$ cat src/rtl/rotating_counter_bank.sv
// Bank of seeded up/down counters feeding a rotating output register ring.
// Optional per-channel wrap pulse output is enabled by defining WRAP_FLAG_EN.
module rotating_counter_bank #(
  parameter int unsigned WIDTH    = 8,
  parameter int unsigned CHANNELS = 4
) (
  input  logic                          clock,
  input  logic                          reset,
  input  logic                          latch,
  input  logic                          rot_dir,
  input  logic                          hold,
  output logic [CHANNELS*WIDTH-1:0]     out_flat,
  output logic [$clog2(CHANNELS)-1:0]   phase
`ifdef WRAP_FLAG_EN
  ,
  output logic [CHANNELS-1:0]           wrap
`endif
);

  localparam int unsigned PW         = $clog2(CHANNELS);
  localparam int unsigned SEED_SHIFT = WIDTH - PW;

  logic [WIDTH-1:0] out_q [CHANNELS];
  logic [PW-1:0]    phase_q;

  for (genvar g = 0; g < CHANNELS; g++) begin : g_chan
    localparam int unsigned     NEXT_IDX = (g + 1) % CHANNELS;
    localparam int unsigned     PREV_IDX = (g + CHANNELS - 1) % CHANNELS;
    localparam bit              IS_UP    = (g % 2) == 1;
    localparam logic [WIDTH-1:0] SEED    = WIDTH'(g) << SEED_SHIFT;
    localparam logic [WIDTH-1:0] WRAP_AT = IS_UP ? {WIDTH{1'b1}} : {WIDTH{1'b0}};

    logic [WIDTH-1:0] count_q;
    logic [WIDTH-1:0] count_step;

    assign count_step = IS_UP ? count_q + WIDTH'(1) : count_q - WIDTH'(1);

    // Free-running counter; odd channels count up, even channels count down.
    always_ff @(posedge clock) begin
      if (reset) begin
        count_q <= SEED;
      end else if (!hold) begin
        count_q <= count_step;
      end
    end

    // Output ring: snapshot the pre-update count or take a neighbour's value.
    always_ff @(posedge clock) begin
      if (reset) begin
        out_q[g] <= SEED;
      end else if (latch) begin
        out_q[g] <= count_q;
      end else if (rot_dir) begin
        out_q[g] <= out_q[PREV_IDX];
      end else begin
        out_q[g] <= out_q[NEXT_IDX];
      end
    end

    assign out_flat[g*WIDTH +: WIDTH] = out_q[g];

`ifdef WRAP_FLAG_EN
    logic wrap_q;

    // Pulses alongside the first cycle the counter shows its post-wrap value.
    always_ff @(posedge clock) begin
      if (reset) begin
        wrap_q <= 1'b0;
      end else begin
        wrap_q <= !hold && (count_q == WRAP_AT);
      end
    end

    assign wrap[g] = wrap_q;
`endif
  end

  always_ff @(posedge clock) begin
    if (reset) begin
      phase_q <= '0;
    end else if (latch) begin
      phase_q <= '0;
    end else if (rot_dir) begin
      phase_q <= phase_q - PW'(1);
    end else begin
      phase_q <= phase_q + PW'(1);
    end
  end

  assign phase = phase_q;

endmodule

$ cat config.mk
export PLATFORM = sky130hd
export DESIGN_NAME = rotating_counter_bank
export DESIGN_NICKNAME = d
export VERILOG_FILES = /design/src/rtl/rotating_counter_bank.sv
export SDC_FILE = /design/constraint.sdc
export NUM_CORES = 1
export LEC_CHECK = 0
export ABC_AREA = 1
export CAP_MARGIN = 20
export CORE_MARGIN = 4
export CORE_UTILIZATION = 32
export DETAILED_ROUTE_END_ITERATION = 12
export GPL_ROUTABILITY_DRIVEN = 0
export PLACE_DENSITY = 0.62
export REMOVE_ABC_BUFFERS = 1
export SYNTH_ARGS = -nofsm -noshare
export SYNTH_HDL_FRONTEND = slang
export SYNTH_SLANG_ARGS = --single-unit
$ cat constraint.sdc
create_clock -name clock -period 2.4 [get_ports clock]
set_input_delay 0.24 -clock clock [delete_from_list [all_inputs] [get_ports clock]]
set_output_delay 0.24 -clock clock [all_outputs]
set_load 0.1 [all_outputs]
==> results of run 1 <==
==> worst register-to-register path: stages, from the launching register on <==
cell	delay, ps
sky130_fd_sc_hd__dfxtp_1	330
sky130_fd_sc_hd__inv_1	120
sky130_fd_sc_hd__ha_1	190
sky130_fd_sc_hd__nand2_1	70
sky130_fd_sc_hd__nor2_1	200
sky130_fd_sc_hd__nand3_1	110
sky130_fd_sc_hd__nand2_1	70
sky130_fd_sc_hd__inv_1	30
sky130_fd_sc_hd__nor2_1	80
==> logic make-up after synthesis <==
group	count (synthesis)	share of synthesized area [%]
fa+ha+maj	4	1.58
compound gates	51	9.21
flops	66	51.9
other cells	1	0.119
buf+inv	52	7.87
xor+xnor	2	0.554
simple gates	212	28.8
==> routing by layer <==
layer / wire length [µm] / global-route usage, % / up-vias
met5: 0 / 0 / -
met4: 164 / 7.48 / 0
met3: 370 / 2.88 / 14
met2: 3410 / 21.5 / 67
met1: 3340 / 17.2 / 1271
li1: - / - / 1379
==> flip-flops by register name, indices dropped and copies added, names as in the netlist <==
signal,flops
g_chan.count_q,32
out_q,32
phase,2
==> stage by stage <==
step / setup slack, ps / power [µW] / cells
floorplan: 961 / 1780 / 404
global placement: 559 / 1920 / 579
detailed placement: 532 / 1930 / 579
CTS: 891 / 2740 / 595
global route: 678 / 2850 / 595
finish: 905 / 2720 / 595
==> area by class of cell <==
cell class	count	area share, %
multi-input cells	301	36.2
repair buffers	42	8.48
clock inverters	4	0.522
clock buffers	12	3.78
well taps	133	4.34
flip-flops and latches	66	42.8
inverters	37	3.82
==> cell usage in the layout (no fill, tap or decap), types with 2 or more instances in the layout <==
master,instances
sky130_fd_sc_hd__buf_4,38
sky130_fd_sc_hd__clkbuf_8,10
sky130_fd_sc_hd__nand2_2,4
sky130_fd_sc_hd__inv_1,33
sky130_fd_sc_hd__nor3_1,2
sky130_fd_sc_hd__nand3b_1,2
sky130_fd_sc_hd__nor2_1,37
sky130_fd_sc_hd__nor2_2,2
sky130_fd_sc_hd__dfxtp_1,34
sky130_fd_sc_hd__inv_2,2
sky130_fd_sc_hd__clkdlybuf4s50_1,4
sky130_fd_sc_hd__o211ai_1,14
sky130_fd_sc_hd__conb_1,32
sky130_fd_sc_hd__nand3_1,39
sky130_fd_sc_hd__a21oi_1,22
sky130_fd_sc_hd__nand2_1,121
sky130_fd_sc_hd__clkinv_2,4
sky130_fd_sc_hd__clkbuf_1,2
sky130_fd_sc_hd__o21ai_0,13
sky130_fd_sc_hd__ha_1,4
sky130_fd_sc_hd__edfxtp_1,32
==> worst max-delay path by stage <==
stage / from / endpoint / cells past startpoint
after floorplan: phase[1]$_SDFF_PP0_ / phase[1]$_SDFF_PP0_ / 3
after global placement: reset / out_q[2][1]$_SDFFCE_PN0P_ / 8
after detailed placement: reset / out_q[2][1]$_SDFFCE_PN0P_ / 8
after CTS: reset / out_q[2][1]$_SDFFCE_PN0P_ / 8
after global routing: hold / g_chan[3].count_q[6]$_SDFFE_PP1N_ / 7
final: reset / out_q[2][1]$_SDFFCE_PN0P_ / 8
==> power breakdown <==
group | switching [µW] | internal (µW) | total, µW
sequential | 64.5 | 1260 | 1330
clock | 416 | 397 | 813
combinational | 445 | 132 | 577
total | 926 | 1790 | 2720
==> key figures, run 1 <==
GRT
  • Maximum number of pins on one net before global-route repair: 34
  • Initial antenna violation count: 0
  • Vias in the first global route: between 2000 and 3000
  • Overall Global Routing Usage: 13.6%
  • GR Overflow Total: 0
  • Wire length of the first global-routing pass: 12200 µm

Route
  • ANT nets after route: 0
  • Post-route DRC: 0
  • Vias per Instance: 4.59
  • First-pass iteration count of the detailed router: 6
  • Initial DRC Count: 148
  • Average wire per cell in the routed design: 12.2 µm
  • Via count: 2731
  • Post-Route WL: between 7000 and 8000 µm

Logic synthesis
  • Unique masters post-synth: 31
  • Count of flip-flops with a built-in enable after synthesis: 32
  • Most used flip-flop cell after synthesis: sky130_fd_sc_hd__dfxtp_1
  • Flop and latch count out of synthesis: 66
  • Proportion of synthesized chip area in sequential cells: 51.9%
  • Post-synthesis instance area: roughly 3200 µm²
  • Cell with the most instances after synthesis: sky130_fd_sc_hd__nand2_1
  • Largest area contributor in the synthesized netlist: sky130_fd_sc_hd__edfxtp_1
  • Avg Cell Area, Syn: 8.16 µm²
  • Share of async-settable or async-resettable flops after synthesis: 0%
  • Area contributors post-synth: sky130_fd_sc_hd__edfxtp_1 30%, sky130_fd_sc_hd__dfxtp_1 22%, sky130_fd_sc_hd__nand2_1 14%, sky130_fd_sc_hd__nand3_1 6.2%, sky130_fd_sc_hd__nor2_1 4.4%
  • Count of synthesis-stage warnings from yosys: 0
  • Most frequent cells after synthesis: 121 x sky130_fd_sc_hd__nand2_1, 39 x sky130_fd_sc_hd__nand3_1, 37 x sky130_fd_sc_hd__nor2_1
  • Top-area cell type share of the netlist area: 30.4%
  • Count of mapped cells out of synthesis: 388

STA
  • Number of slew-limit violations in the final report: 0
  • Shortest period the worst path allows: 1500 ps
  • Period utilization: 62.3%
  • Worst slew margin relative to its limit: 65.7%
  • Unrepaired setup endpoints after global routing: no
  • Worst-margin pin slew: a little over 500 ps
  • Skew final: 5.59 ps
  • Sum of negative setup slack: 0 ps
  • Final setup fails: 0
  • Worst Hold Margin: 463 ps
  • Highest attainable clock frequency: 669 MHz
  • Count of endpoints failing hold in the final timing report: 0

Floorplan
  • Top-level port count: 39
  • Starting utilization of the core area: 32.7%
  • Floorplan die area: 11500 µm²
  • Height of the die: 107 µm
  • Std-Cell Core Area: 9680 µm²
  • DIE WIDTH: 107 µm
  • Row count: 36

Critical path
  • Critical Path RT: 2620 ps
  • Startpoint of the worst register-to-register path: g_chan[0].count_q[0]$_SDFFE_PP0N_
  • Slowest cell delay on critical path: approximately 480 ps
  • R2r setup slk: between 1000 and 1500 ps
  • Family with the most delay on the worst path: buffers and inverters
  • Count of cells along the worst register-to-register path: 8
  • Buffer and inverter count on the worst path: 3
  • Ordered cell list for the critical path: clkdlybuf4s50_1 -> nor2_1 -> nand2_1 -> inv_2 -> nand2_1 -> nand3_1 -> nand2_1 -> inv_1
  • Crit path capture type: register
  • Maximum fanout along the worst path: 31
  • Type of origin of the critical path: input port
  • Worst Path Class, Setup: in -> reg
  • Destination of the worst register-to-register timing path: g_chan[0].count_q[6]$_SDFFE_PP0N_
  • Slowest cell on the critical path: sky130_fd_sc_hd__clkdlybuf4s50_1
  • Most used cell, CP: sky130_fd_sc_hd__nand2_1
  • Crit path arrival time: 1710 ps

Power and ir drop
  • LEAKAGE: 0.00165 µW
  • PwrDens: 709 nW/µm²
  • Worst VDD drop: 195 µV

Min path
  • Class of the most critical hold timing path: reg -> reg
  • Worst hold stages: 1
  • Worst hold endpoint: phase[0]$_SDFF_PP0_
  • Launch instance of the worst min-delay path: phase[0]$_SDFF_PP0_

CTS
  • CTS tree: built
  • Num CTS Buffers: 9
  • Hold-fix buffer count after cts: 0
  • H-tree Lvls: 3
  • Sinks on Clock Net: 66
  • Clock Tree Root: sky130_fd_sc_hd__clkbuf_8
  • Post-CTS setup-driven buffer insertion count: 0
  • Maximum clock path buffer count: 2
  • Skew-Pair Late Insertion Delay: between 300 and 400 ps
  • Register clock-pin slew on the reported worst setup and hold paths: 70 ps
  • Post-cts gate resize count: 0

Final layout
  • Count of antenna diodes in the layout: 0
  • Share of final-layout standard cells stronger than drive strength 1: between 10 and 15%
  • Area occupied by multi-input gates: 1390 µm²
  • FF/Latch Area: 1640 µm²
  • Post-route core utilization: 39.6%
  • Final net count: 466
  • Design area: 3830 µm²
  • Layout area overhead: 21.2%
  • # fillers: 1016

Place
  • DP Area: 3670 µm²
  • Detailed-placement wirelength estimate: 5310 µm
  • IO buf count: 38

Job
  • Maximum capacitance violations: 0

Status
  • Run status: completed
Power figures use the tool's default switching activity.
==> inputs of run 2 (changes only) <==
--- a/config.mk
+++ b/config.mk
@@ -11,7 +11,7 @@
 export CORE_UTILIZATION = 32
 export DETAILED_ROUTE_END_ITERATION = 12
 export GPL_ROUTABILITY_DRIVEN = 0
-export PLACE_DENSITY = 0.62
+export PLACE_DENSITY = 0.64
 export REMOVE_ABC_BUFFERS = 1
 export SYNTH_ARGS = -nofsm -noshare
 export SYNTH_HDL_FRONTEND = slang
==> constraint.sdc (replaced) <==
create_clock -name clock -period 1.3 [get_ports clock]
set_input_delay 0.13 -clock clock [delete_from_list [all_inputs] [get_ports clock]]
set_output_delay 0.13 -clock clock [all_outputs]
set_load 0.1 [all_outputs]
==> run 2 against run 1 <==
Compared with the run above:
- clock power up 130%
- via count up 3.4%
- core utilization up 7.7 points
- sequential share of layout area down 6.9 points
- setup slack worse by 820 ps
- first-iteration DRC count up 0.68%
- routed wire length up 5.8%
- critical path depth down 1
- power up 110%
- global-route usage up 0.67 points
- non-clock buffer count up 24
- largest cell class unchanged
==> key figures, run 2 (synthesis gave the netlist of run 1 again) <==
Status
  • Run status: completed

Route
  • Initial DRC Count: 149
  • Average wire per cell in the routed design: 12.4 µm
  • Post-Route WL: approximately 7700 µm
  • ANT nets after route: 0
  • Via count: ~2800
  • Post-route DRC: 0
  • Vias per Instance: 4.56
  • First-pass iteration count of the detailed router: 5

STA
  • Worst Hold Margin: 490 ps
  • Final Worst Setup Slack: 83.0 ps
  • Count of endpoints failing hold in the final timing report: 0
  • Shortest period the worst path allows: 1220 ps
  • Skew final: 8.71 ps
  • Number of slew-limit violations in the final report: 0
  • Final setup fails: 0
  • Highest attainable clock frequency: between 800 and 900 MHz
  • Period utilization: 93.6%
  • Sum of negative setup slack: 0 ps

CTS
  • Hold-fix buffer count after cts: 0
  • Register clock-pin slew on the reported worst setup and hold paths: about 70 ps
  • H-tree Lvls: 3
  • Clock Tree Root: sky130_fd_sc_hd__clkbuf_8
  • Sinks on Clock Net: 66
  • CTS tree: built
  • Skew-Pair Late Insertion Delay: 350 ps
  • Num CTS Buffers: 9
  • Maximum clock path buffer count: 2

Power and ir drop
  • Gate power share: 23.6%
  • Worst VDD drop: 448 µV
  • LEAKAGE: about 0.0019 µW
  • Internal Pwr Total: 3900 µW
  • Net switching component of the power: roughly 1800 µW
  • Reg power frac: between 40% and 50%
  • Power share of the clock group: 32.5%
  • Net switching fraction of the power: 31.4%
  • PwrDens: between 1000 and 1500 nW/µm²

Job
  • Maximum capacitance violations: 0

Min path
  • Worst hold endpoint: phase[0]$_SDFF_PP0_
  • Worst hold stages: 1
  • Class of the most critical hold timing path: reg -> reg
  • Launch instance of the worst min-delay path: phase[0]$_SDFF_PP0_

Critical path
  • Maximum fanout along the worst path: 3
  • Slowest cell on the critical path: sky130_fd_sc_hd__dfxtp_2
  • Type of origin of the critical path: register
  • Slowest cell delay on critical path: approximately 330 ps
  • Crit path arrival time: 1460 ps
  • Worst Path Class, Setup: reg -> reg
  • Destination of the worst register-to-register timing path: g_chan[2].count_q[4]$_SDFFE_PP0N_
  • Startpoint of the worst register-to-register path: g_chan[2].count_q[0]$_SDFFE_PP0N_
  • Count of cells along the worst register-to-register path: 7
  • Most used cell, CP: sky130_fd_sc_hd__nand2_1
  • R2r setup slk: 80 ps
  • Ordered cell list for the critical path: inv_2 -> ha_2 -> nand3b_1 -> nor2_2 -> nand2_1 -> nand2_1 -> nor2_1
  • Crit path capture type: register
  • Critical Path RT: 1550 ps

Final layout
  • Design area: 4580 µm²
  • Post-route core utilization: 47.3%
  • Layout area overhead: 44.8%
  • Count of antenna diodes in the layout: 0
  • # fillers: 930
  • Leading cell type in the layout, fill and taps excluded: sky130_fd_sc_hd__nand2_1
  • Share of final-layout standard cells stronger than drive strength 1: between 10% and 20%
  • Most frequent cells in the layout: 121 x sky130_fd_sc_hd__nand2_1, 40 x sky130_fd_sc_hd__buf_12, 39 x sky130_fd_sc_hd__nand3_1
  • Final net count: a little under 500

Place
  • DP Area: 4340 µm²
  • IO buf count: 38
  • Worst setup slack after placement: -260 ps
  • Detailed-placement wirelength estimate: 5810 µm

Floorplan
  • Starting utilization of the core area: 32.7%
  • Row count: 36
  • Height of the die: between 100 and 150 µm
  • DIE WIDTH: 107 µm
  • Top-level port count: 39
  • Floorplan die area: 11500 µm²
  • Std-Cell Core Area: 9680 µm²

GRT
  • Initial antenna violation count: 0
  • Wire length of the first global-routing pass: 12800 µm
  • Overall Global Routing Usage: 14.2%
  • Vias in the first global route: 2751
  • GR Overflow Total: 0
  • Maximum number of pins on one net before global-route repair: 26
-- run 2: power by group through the flow --
| stage | Clock [µW] | Combinational [µW] | Sequential, µW |
|---|---|---|---|
| after detailed placement | 0 | 1320 | 2530 |
| final | 1850 | 1340 | 2490 |
| after CTS | 1870 | 1330 | 2490 |
| after floorplan | 0 | 338 | 2960 |
| after global placement | 0 | 1310 | 2530 |
| after global routing | 1960 | 1440 | 2510 |
-- run 2: worst max-delay path, delay by kind of cell, from the launching register on --
kind                       cells  cell delay, ps
adders and majority gates      1             190
DFF                            1             330
and+or+nand+nor                5             520
buffers and inverters          1              80
-- run 2: final cells by class --
class	count	area [µm²]	area share [%]
sequential	66	1650	35.9
multi-input combinational	301	1420	30.9
timing repair buffer	66	1010	22.0
tap	133	166	3.63
inverter	37	146	3.19
clock buffer	12	135	2.95
clock inverter	4	67.6	1.47
-- run 2: through the flow --
step	cells	total power, µW
after CTS	618	5680
after global placement	602	3830
after global routing	619	5910
after detailed placement	602	3860
final	619	5680
after floorplan	404	3290
-- run 2: routing by layer --
layer	vias up	share of wire, %	GRT usage [%]
met2	50	49	23.5
met4	0	2.2	6.13
met5	-	0	0
met3	16	3.6	3.54
met1	1333	46	17.7
li1	1424	-	-
-- run 2: worst max path at each step --
stage / to / cells after the start / slack (ps) / start
detailed placement: out_q[2][2]$_SDFFCE_PN0P_ / 9 / -260 / reset
finish: g_chan[2].count_q[4]$_SDFFE_PP0N_ / 7 / 80 / g_chan[2].count_q[0]$_SDFFE_PP0N_
CTS: g_chan[3].count_q[6]$_SDFFE_PP1N_ / 6 / 50 / g_chan[3].count_q[1]$_SDFFE_PP0N_
global route: g_chan[2].count_q[4]$_SDFFE_PP0N_ / 7 / -4 / g_chan[2].count_q[0]$_SDFFE_PP0N_
global placement: out_q[3][1]$_DFFE_PP_ / 6 / -230 / reset
floorplan: phase[1]$_SDFF_PP0_ / 3 / -140 / phase[1]$_SDFF_PP0_
-- run 2: what timing repair did --
item / CTS / global route
endpoints found under the setup margin: 0 / 5
gates resized for setup: 0 / 13
buffers inserted: 0 / 1
==> inputs of run 3 (changes only) <==
--- a/config.mk
+++ b/config.mk
@@ -9,8 +9,10 @@
 export CAP_MARGIN = 20
 export CORE_MARGIN = 4
 export CORE_UTILIZATION = 32
+export CTS_BUF_LIST = sky130_fd_sc_hd__clkbuf_16
 export DETAILED_ROUTE_END_ITERATION = 12
 export GPL_ROUTABILITY_DRIVEN = 0
+export GPL_TIMING_DRIVEN = 0
 export PLACE_DENSITY = 0.64
 export REMOVE_ABC_BUFFERS = 1
 export SYNTH_ARGS = -nofsm -noshare
==> run 3 against run 2 <==
Compared with the run above:
- die area stayed put
- maximum frequency shrank 4.2%
- flip-flop and latch count stayed put
- global-route usage up 0.21 points
- worst hold slack got worse by 270 ps
- largest cell class unchanged
- largest power group unchanged
==> key figures, run 3 (synthesis gave the netlist of run 1 again) <==
Status
  • Run status: completed

Final layout
  • Cell Count, Final, Fillers Out: ~600
  • Count of antenna diodes in the layout: 0
  • Design area: 3970 µm²
  • Layout area overhead: 25.3%
  • Share of final-layout standard cells stronger than drive strength 1: 15.8%
  • Most frequent cells in the layout: 120 x sky130_fd_sc_hd__nand2_1, 39 x sky130_fd_sc_hd__nand3_1, 35 x sky130_fd_sc_hd__inv_1
  • Leading cell type in the layout, fill and taps excluded: sky130_fd_sc_hd__nand2_1
  • Final net count: 468
  • # fillers: 975

STA
  • Shortest period the worst path allows: 1270 ps
  • Sum of negative setup slack: 0 ps
  • Unrepaired setup endpoints after global routing: no
  • Highest attainable clock frequency: 788 MHz
  • Number of slew-limit violations in the final report: 0
  • Count of endpoints failing hold in the final timing report: 0
  • Final setup fails: 0
  • Skew final: 4.66 ps
  • Period utilization: 97.7%

Power and ir drop
  • LEAKAGE: 0.00171 µW
  • PwrDens: 1460 nW/µm²
  • Worst VDD drop: 454 µV

Critical path
  • Crit path capture type: primary output
  • Count of cells along the worst register-to-register path: 7
  • Type of origin of the critical path: register
  • R2r setup slk: between 100 and 150 ps
  • Startpoint of the worst register-to-register path: g_chan[1].count_q[1]$_SDFFE_PP0N_
  • Buffer and inverter count on the worst path: 1
  • Worst Path Class, Setup: reg -> out
  • Slowest cell delay on critical path: 440 ps
  • Maximum fanout along the worst path: 3
  • Family with the most delay on the worst path: buffers and inverters
  • Slowest cell on the critical path: sky130_fd_sc_hd__buf_2
  • Crit path arrival time: 1140 ps
  • Destination of the worst register-to-register timing path: g_chan[1].count_q[6]$_SDFFE_PP1N_
  • Ordered cell list for the critical path: buf_2
  • Critical Path RT: 1170 ps

CTS
  • Num CTS Buffers: 9
  • CTS tree: built
  • Maximum clock path buffer count: 2
  • H-tree Lvls: 3
  • Clock Tree Root: sky130_fd_sc_hd__clkbuf_16
  • Hold-fix buffer count after cts: 0
  • Register clock-pin slew on the reported worst setup and hold paths: 50 ps
  • Sinks on Clock Net: 66
  • Skew-Pair Late Insertion Delay: 330 ps

Route
  • First-pass iteration count of the detailed router: 5
  • ANT nets after route: 0
  • Initial DRC Count: 227
  • Average wire per cell in the routed design: 13.2 µm
  • Post-route DRC: 0
  • Vias per Instance: 4.69
  • Post-Route WL: around 8000 µm
  • Via count: 2798

Floorplan
  • Floorplan die area: 11500 µm²
  • Height of the die: 107 µm
  • DIE WIDTH: 107 µm
  • Row count: 36
  • Top-level port count: 39
  • Std-Cell Core Area: 9680 µm²
  • Starting utilization of the core area: 32.7%

Place
  • Detailed-placement wirelength estimate: 5160 µm
  • IO buf count: 38
  • Total placed cells including tap cells: 575
  • DP Area: 3720 µm²

Job
  • Maximum capacitance violations: 0

Min path
  • Class of the most critical hold timing path: in -> reg
  • Launch instance of the worst min-delay path: reset
  • Worst hold stages: 2
  • Worst hold endpoint: g_chan[0].count_q[2]$_SDFFE_PP0N_

GRT
  • Initial antenna violation count: 0
  • GR Overflow Total: 0
  • Vias in the first global route: 2545
  • Overall Global Routing Usage: about 14%
  • Wire length of the first global-routing pass: between 10000 and 15000 µm
  • Maximum number of pins on one net before global-route repair: 32
==> run 3: cell count changes in the layout (fill, tap and decap cells not counted), moves of 3 or more <==
cell	change
sky130_fd_sc_hd__clkbuf_16	+9
sky130_fd_sc_hd__inv_1	+4
sky130_fd_sc_hd__clkdlybuf4s50_1	-4
sky130_fd_sc_hd__buf_2	+10
sky130_fd_sc_hd__clkbuf_4	+19
sky130_fd_sc_hd__clkbuf_1	-3
sky130_fd_sc_hd__inv_2	-3
sky130_fd_sc_hd__buf_12	-40
sky130_fd_sc_hd__clkinv_2	+3
sky130_fd_sc_hd__clkbuf_8	-9
sky130_fd_sc_hd__buf_4	-13
==> run 3: metrics by stage <==
step	util, %	total power [µW]	hold WS, ps	worst slack [ps]
floorplan	-	3290	199	-139
CTS	40.1	5820	236	0.703
global route	40.9	6050	232	2.13
global placement	38.5	3550	438	-1410
finish	40.9	5810	216	30.2
detailed placement	38.5	3570	449	-1420
==> run 3: layout make-up <==
cell class | count | area [µm²] | share of cell area [%]
Clock buffer | 9 | 225 | 5.68
Clock inverter | 6 | 51.3 | 1.29
Inverter | 37 | 159 | 4.01
Multi-Input combinational cell | 303 | 1430 | 36.1
Sequential cell | 66 | 1640 | 41.4
Tap cell | 133 | 166 | 4.20
Timing Repair Buffer | 41 | 285 | 7.19
Timing Repair inverter | 1 | 5.00 | 0.126
==> run 3: how the worst max path moves through the flow <==
stage                                startpoint                    end  cells after the start
after CTS                 out_q[0][6]$_DFFE_PP_            out_flat[6]                      1
after detailed placement                  reset  out_q[1][0]$_DFFE_PP_                      4
after floorplan             phase[1]$_SDFF_PP0_    phase[1]$_SDFF_PP0_                      3
after global placement                    reset  out_q[1][0]$_DFFE_PP_                      4
final                     out_q[0][0]$_DFFE_PP_            out_flat[0]                      1
after global routing      out_q[1][6]$_DFFE_PP_           out_flat[14]                      1
==> run 3: worst reg2reg max path, stage by stage (launching register included) <==
cell                      delay (ps)
sky130_fd_sc_hd__dfxtp_1         390
sky130_fd_sc_hd__ha_1            200
sky130_fd_sc_hd__nand3_1         120
sky130_fd_sc_hd__inv_1           140
sky130_fd_sc_hd__nand2_1          80
sky130_fd_sc_hd__nor2_1           90
sky130_fd_sc_hd__nor2_1           50
sky130_fd_sc_hd__nand2_1          60
==> run 3: layer usage <==
layer	wire length [µm]	share of wire [%]	global-route usage (%)
met5	0	0	0
met4	172	2.2	7.03
met3	384	4.9	3.60
met2	3780	48	22.3
met1	3550	45	18.9
==> run 3: repair_timing <==
action	4_1_cts	5_1_grt
pin swaps	1	2
endpoints found under the setup margin	94	48
cloned	3	0
buffers inserted	0	3
resized for setup	191	26
==> run 3: where the power goes <==
part           leakage [µW]  switching [µW]  internal (µW)
Clock              0.000145             844           1440
Sequential         0.000602             116           2340
Combinational      0.000959             842            227
Total               0.00171            1800           4010
==> patch 1, RTL diff (flow settings as in run 3) <==
Set the parameter `CHANNELS` to 2 (it was 4).
--- a/src/rtl/rotating_counter_bank.sv
+++ b/src/rtl/rotating_counter_bank.sv
@@ -2,7 +2,7 @@
 // Optional per-channel wrap pulse output is enabled by defining WRAP_FLAG_EN.
 module rotating_counter_bank #(
   parameter int unsigned WIDTH    = 8,
-  parameter int unsigned CHANNELS = 4
+  parameter int unsigned CHANNELS = 2
 ) (
   input  logic                          clock,
   input  logic                          reset,
Ports: changed (resized out_flat and phase); port bits go from 39 to 22. No check against the original RTL was run, so the function may have changed too.
==> patch 1 against run 3 <==
- highest routed layer unchanged
- sequential power fell by 51%
- critical endpoint is now out_flat[1]
- largest cell class unchanged
- core utilization rose by 1.4 points
- first-iteration DRC count fell by 79%
- non-clock buffer count fell by 18
- fmax rose by 7.3%
- cell count fell by 56%
- register-to-register slack improved by 0.07 ns
- worst setup slack improved by 0.086 ns
- sequential cell count fell by 33
- area after synthesis fell by 52%
- power fell by 52%
- final area fell by 53%
- routed wire length fell by 61%
==> patch 1: results (changes against run 3) <==
final non-filler cell total=262 (-56%); R2R depth=6 (-1); DP HPWL=2040 um (-60%); Signal buf overhead=7.38% (+0.19 points); GRT Total Usage=11.6% (-2.9 points); met3 Usage GRT=4.26% (+0.66 points); GRT met1 Usage=14.6% (-4.3 points); Crit Path Max Fanout=2 (-1); inverter count=33 (-13%); status=complete, no violations; # nets final=216 (-54%); seq_cells=33 (-50%); num rows=24 (-33%); via count=1,174 (-58%); WP data arrival=1.05 ns (-0.09 ns); post-CTS resize count=83 (-57%); sequential fraction of the synthesis area=54.5% (+2.6 points); Reg area=821 um2 (-50%); library cells used by synthesis=20 (-35%); multi-input gate share of total cell area=31.5% (-4.6 points); metal3 WL=143 um (-63%); peak supply drop=0.000709 V (+56%); M1 WL=1500 um (-58%); M2 GR Usage=17.8% (-4.5 points); pre-CTS WS=-0.945 ns (+0.470 ns); Num CTS Buffers=5 (-4); vias in the first global route=1,142 (-55%); share of cells above drive strength 1=19.5% (+3.8 points); Setup Buffers After CTS=3 (+3); Detailed Route WL=3060 um (-61%); H-tree level count=2 (-1); filler instances=474 (-51%); top cells by area, synth=edfxtp_1, dfxtp_1, inv_1
patch 1: kinds of logic after synthesis:
family                     Yosys count  share of synthesized area [%]
AOI/OAI and AO/OA                   28                           14.0
adders and majority gates            2                           1.66
buffers and inverters               38                           11.3
DFF                                 33                           54.5
other                                1                          0.249
and+or+nand+nor                     66                           18.3
patch 1: final timing paths:
| kind | from | end | slack [ns] |
|---|---|---|---|
| setup / recovery | out_q[0][1] | out_flat[1] | 0.12 |
| hold / removal | reset | g_chan[1].count_q[4] | 0.38 |
| setup reg to reg | g_chan[1].count_q[1] | g_chan[1].count_q[4] | 0.18 |
| hold reg to reg | phase | phase | 0.41 |
patch 1: power groups by stage:
stage	Clock, mW	Sequential (mW)	Combinational (mW)
6_report	1.10	1.20	0.484
4_1_cts	1.13	1.20	0.493
3_5_place_dp	0	1.22	0.498
2_1_floorplan	0	1.45	0.157
5_1_grt	1.17	1.21	0.526
3_3_place_gp	0	1.22	0.493
==> patch 2, RTL diff (flow settings as in run 3) <==
Without the edit above. Register the output `out_flat`, cleared by the reset; this adds one clock of latency there. The other outputs are not delayed to match.
--- a/src/rtl/rotating_counter_bank.sv
+++ b/src/rtl/rotating_counter_bank.sv
@@ -19,6 +19,8 @@
 
   localparam int unsigned PW         = $clog2(CHANNELS);
   localparam int unsigned SEED_SHIFT = WIDTH - PW;
+
+  logic [CHANNELS*WIDTH-1:0] out_flat_d;
 
   logic [WIDTH-1:0] out_q [CHANNELS];
   logic [PW-1:0]    phase_q;
@@ -57,7 +59,7 @@
       end
     end
 
-    assign out_flat[g*WIDTH +: WIDTH] = out_q[g];
+    assign out_flat_d[g*WIDTH +: WIDTH] = out_q[g];
 
 `ifdef WRAP_FLAG_EN
     logic wrap_q;
@@ -89,5 +91,13 @@
 
   assign phase = phase_q;
 
+  always_ff @(posedge clock) begin
+    if (reset) begin
+      out_flat <= '0;
+    end else begin
+      out_flat <= out_flat_d;
+    end
+  end
+
 endmodule
 
Formal check against the unedited RTL: not equivalent (a bounded check fails within 4 cycles, from zero or initial values and one cycle with reset high).
==> patch 2 against run 3 <==
- sequential share of layout area increased by 5.5 points
- sequential cell count increased by 32
- area after synthesis increased by 29%
- largest cell class unchanged
- worst setup slack improved by 0.031 ns
- non-clock buffer count increased by 3
- power increased by 18%
- routed wire length increased by 15%
- count of clock-buffer cells in the layout unchanged
- final area increased by 23%
- critical path depth unchanged
- highest routed layer unchanged
==> patch 2: results (changes against run 3) <==
sequential fraction of the synthesis area=56.1% (+4.2 points); RR Startpoint=g_chan[0].count_q[0]; met3 Usage GRT=3.88% (+0.28 points); Reg2Reg Capture Point=g_chan[0].count_q[6]; final non-filler cell total=709 (+19%); post-CTS resize count=181 (-5.2%); DP HPWL=6030 um (+17%); initial drt markers=232 (+2.2%); Worst Clk Skew=0.00622 ns (+0.00155 ns); drt first pass iters=4 (-1); WHS Endpoint=out_flat[9]; GRT Total Usage=13.3% (-1.2 points); Detailed Route WL=9090 um (+15%); CP Capture Point=phase[1]; largest net degree at the start of global routing=36 (+13%); library cells used by synthesis=29 (-6.5%); WP data arrival=1.11 ns (-0.03 ns); peak supply drop=0.000623 V (+37%); Setup Buffers After CTS=3 (+3); DR vias/cell=4.38 (-6.8%); metal3 WL=502 um (+31%); M1 WL=4200 um (+18%); CP startpoint=phase[1]; # nets final=545 (+16%); Lkg Pwr=2.15 nW (+26%); met2 WL=4250 um (+12%); global-route wire length before repair=15,000 um (+18%); M2 GR Usage=21.6% (-0.68 points); status=complete, no violations; vias in the first global route=3,095 (+22%); Reg area=0.00228 mm2 (+39%); flop2flop setup slack=0.14 ns (+0.03 ns); top-area cell type share of the netlist area=32.5% (+2.1 points); synth cell count leaders=nand2_1, nor2_1, dfxtp_1; # placed instances=687 (+19%); Crit Path Max Fanout=2 (-1); Syn Inst Count=466 (+20%); share of cells above drive strength 1=15.3% (-0.42 points); Cell Area, Placed=0.00469 mm2 (+26%); worst hold slack=0.170 ns (-0.0466 ns); top cells by area, synth=dfxtp_1, edfxtp_1, nand2_1
==> patch 2: cell types whose count changed in the layout (fill, tap and decap cells not counted), moves of 17 or more <==
cell	run 3	this run
nor2_1	33	71
nand3_1	39	21
clkbuf_4	19	1
buf_2	10	34
inv_1	35	69
dfxtp_1	33	66
nand2_1	120	103
==> patch 2: cell type report <==
class	instances	share of cell area, %
sequential	98	46.9
multi-input combinational	314	32.6
timing repair buffer	44	5.51
inverter	69	5.48
clock buffer	9	4.63
tap	168	4.32
clock inverter	7	0.566
==> patch 2: kinds of logic after synthesis <==
family / after synthesis / share of synthesized area, %
AO/OA/AOI/OAI: 61 / 11.3
XOR/XNOR: 1 / 0.215
adder cells (fa/ha/maj): 4 / 1.23
buffers and inverters: 86 / 8.95
flip-flops: 98 / 56.1
other: 1 / 0.0922
AND/OR/NAND/NOR: 215 / 22.1
==> patch 2: where the power goes <==
part / internal (mW) / switching (mW)
Combinational: 0.230 / 0.825
Sequential: 3.36 / 0.109
Clock: 1.25 / 1.08
Total: 4.84 / 2.01
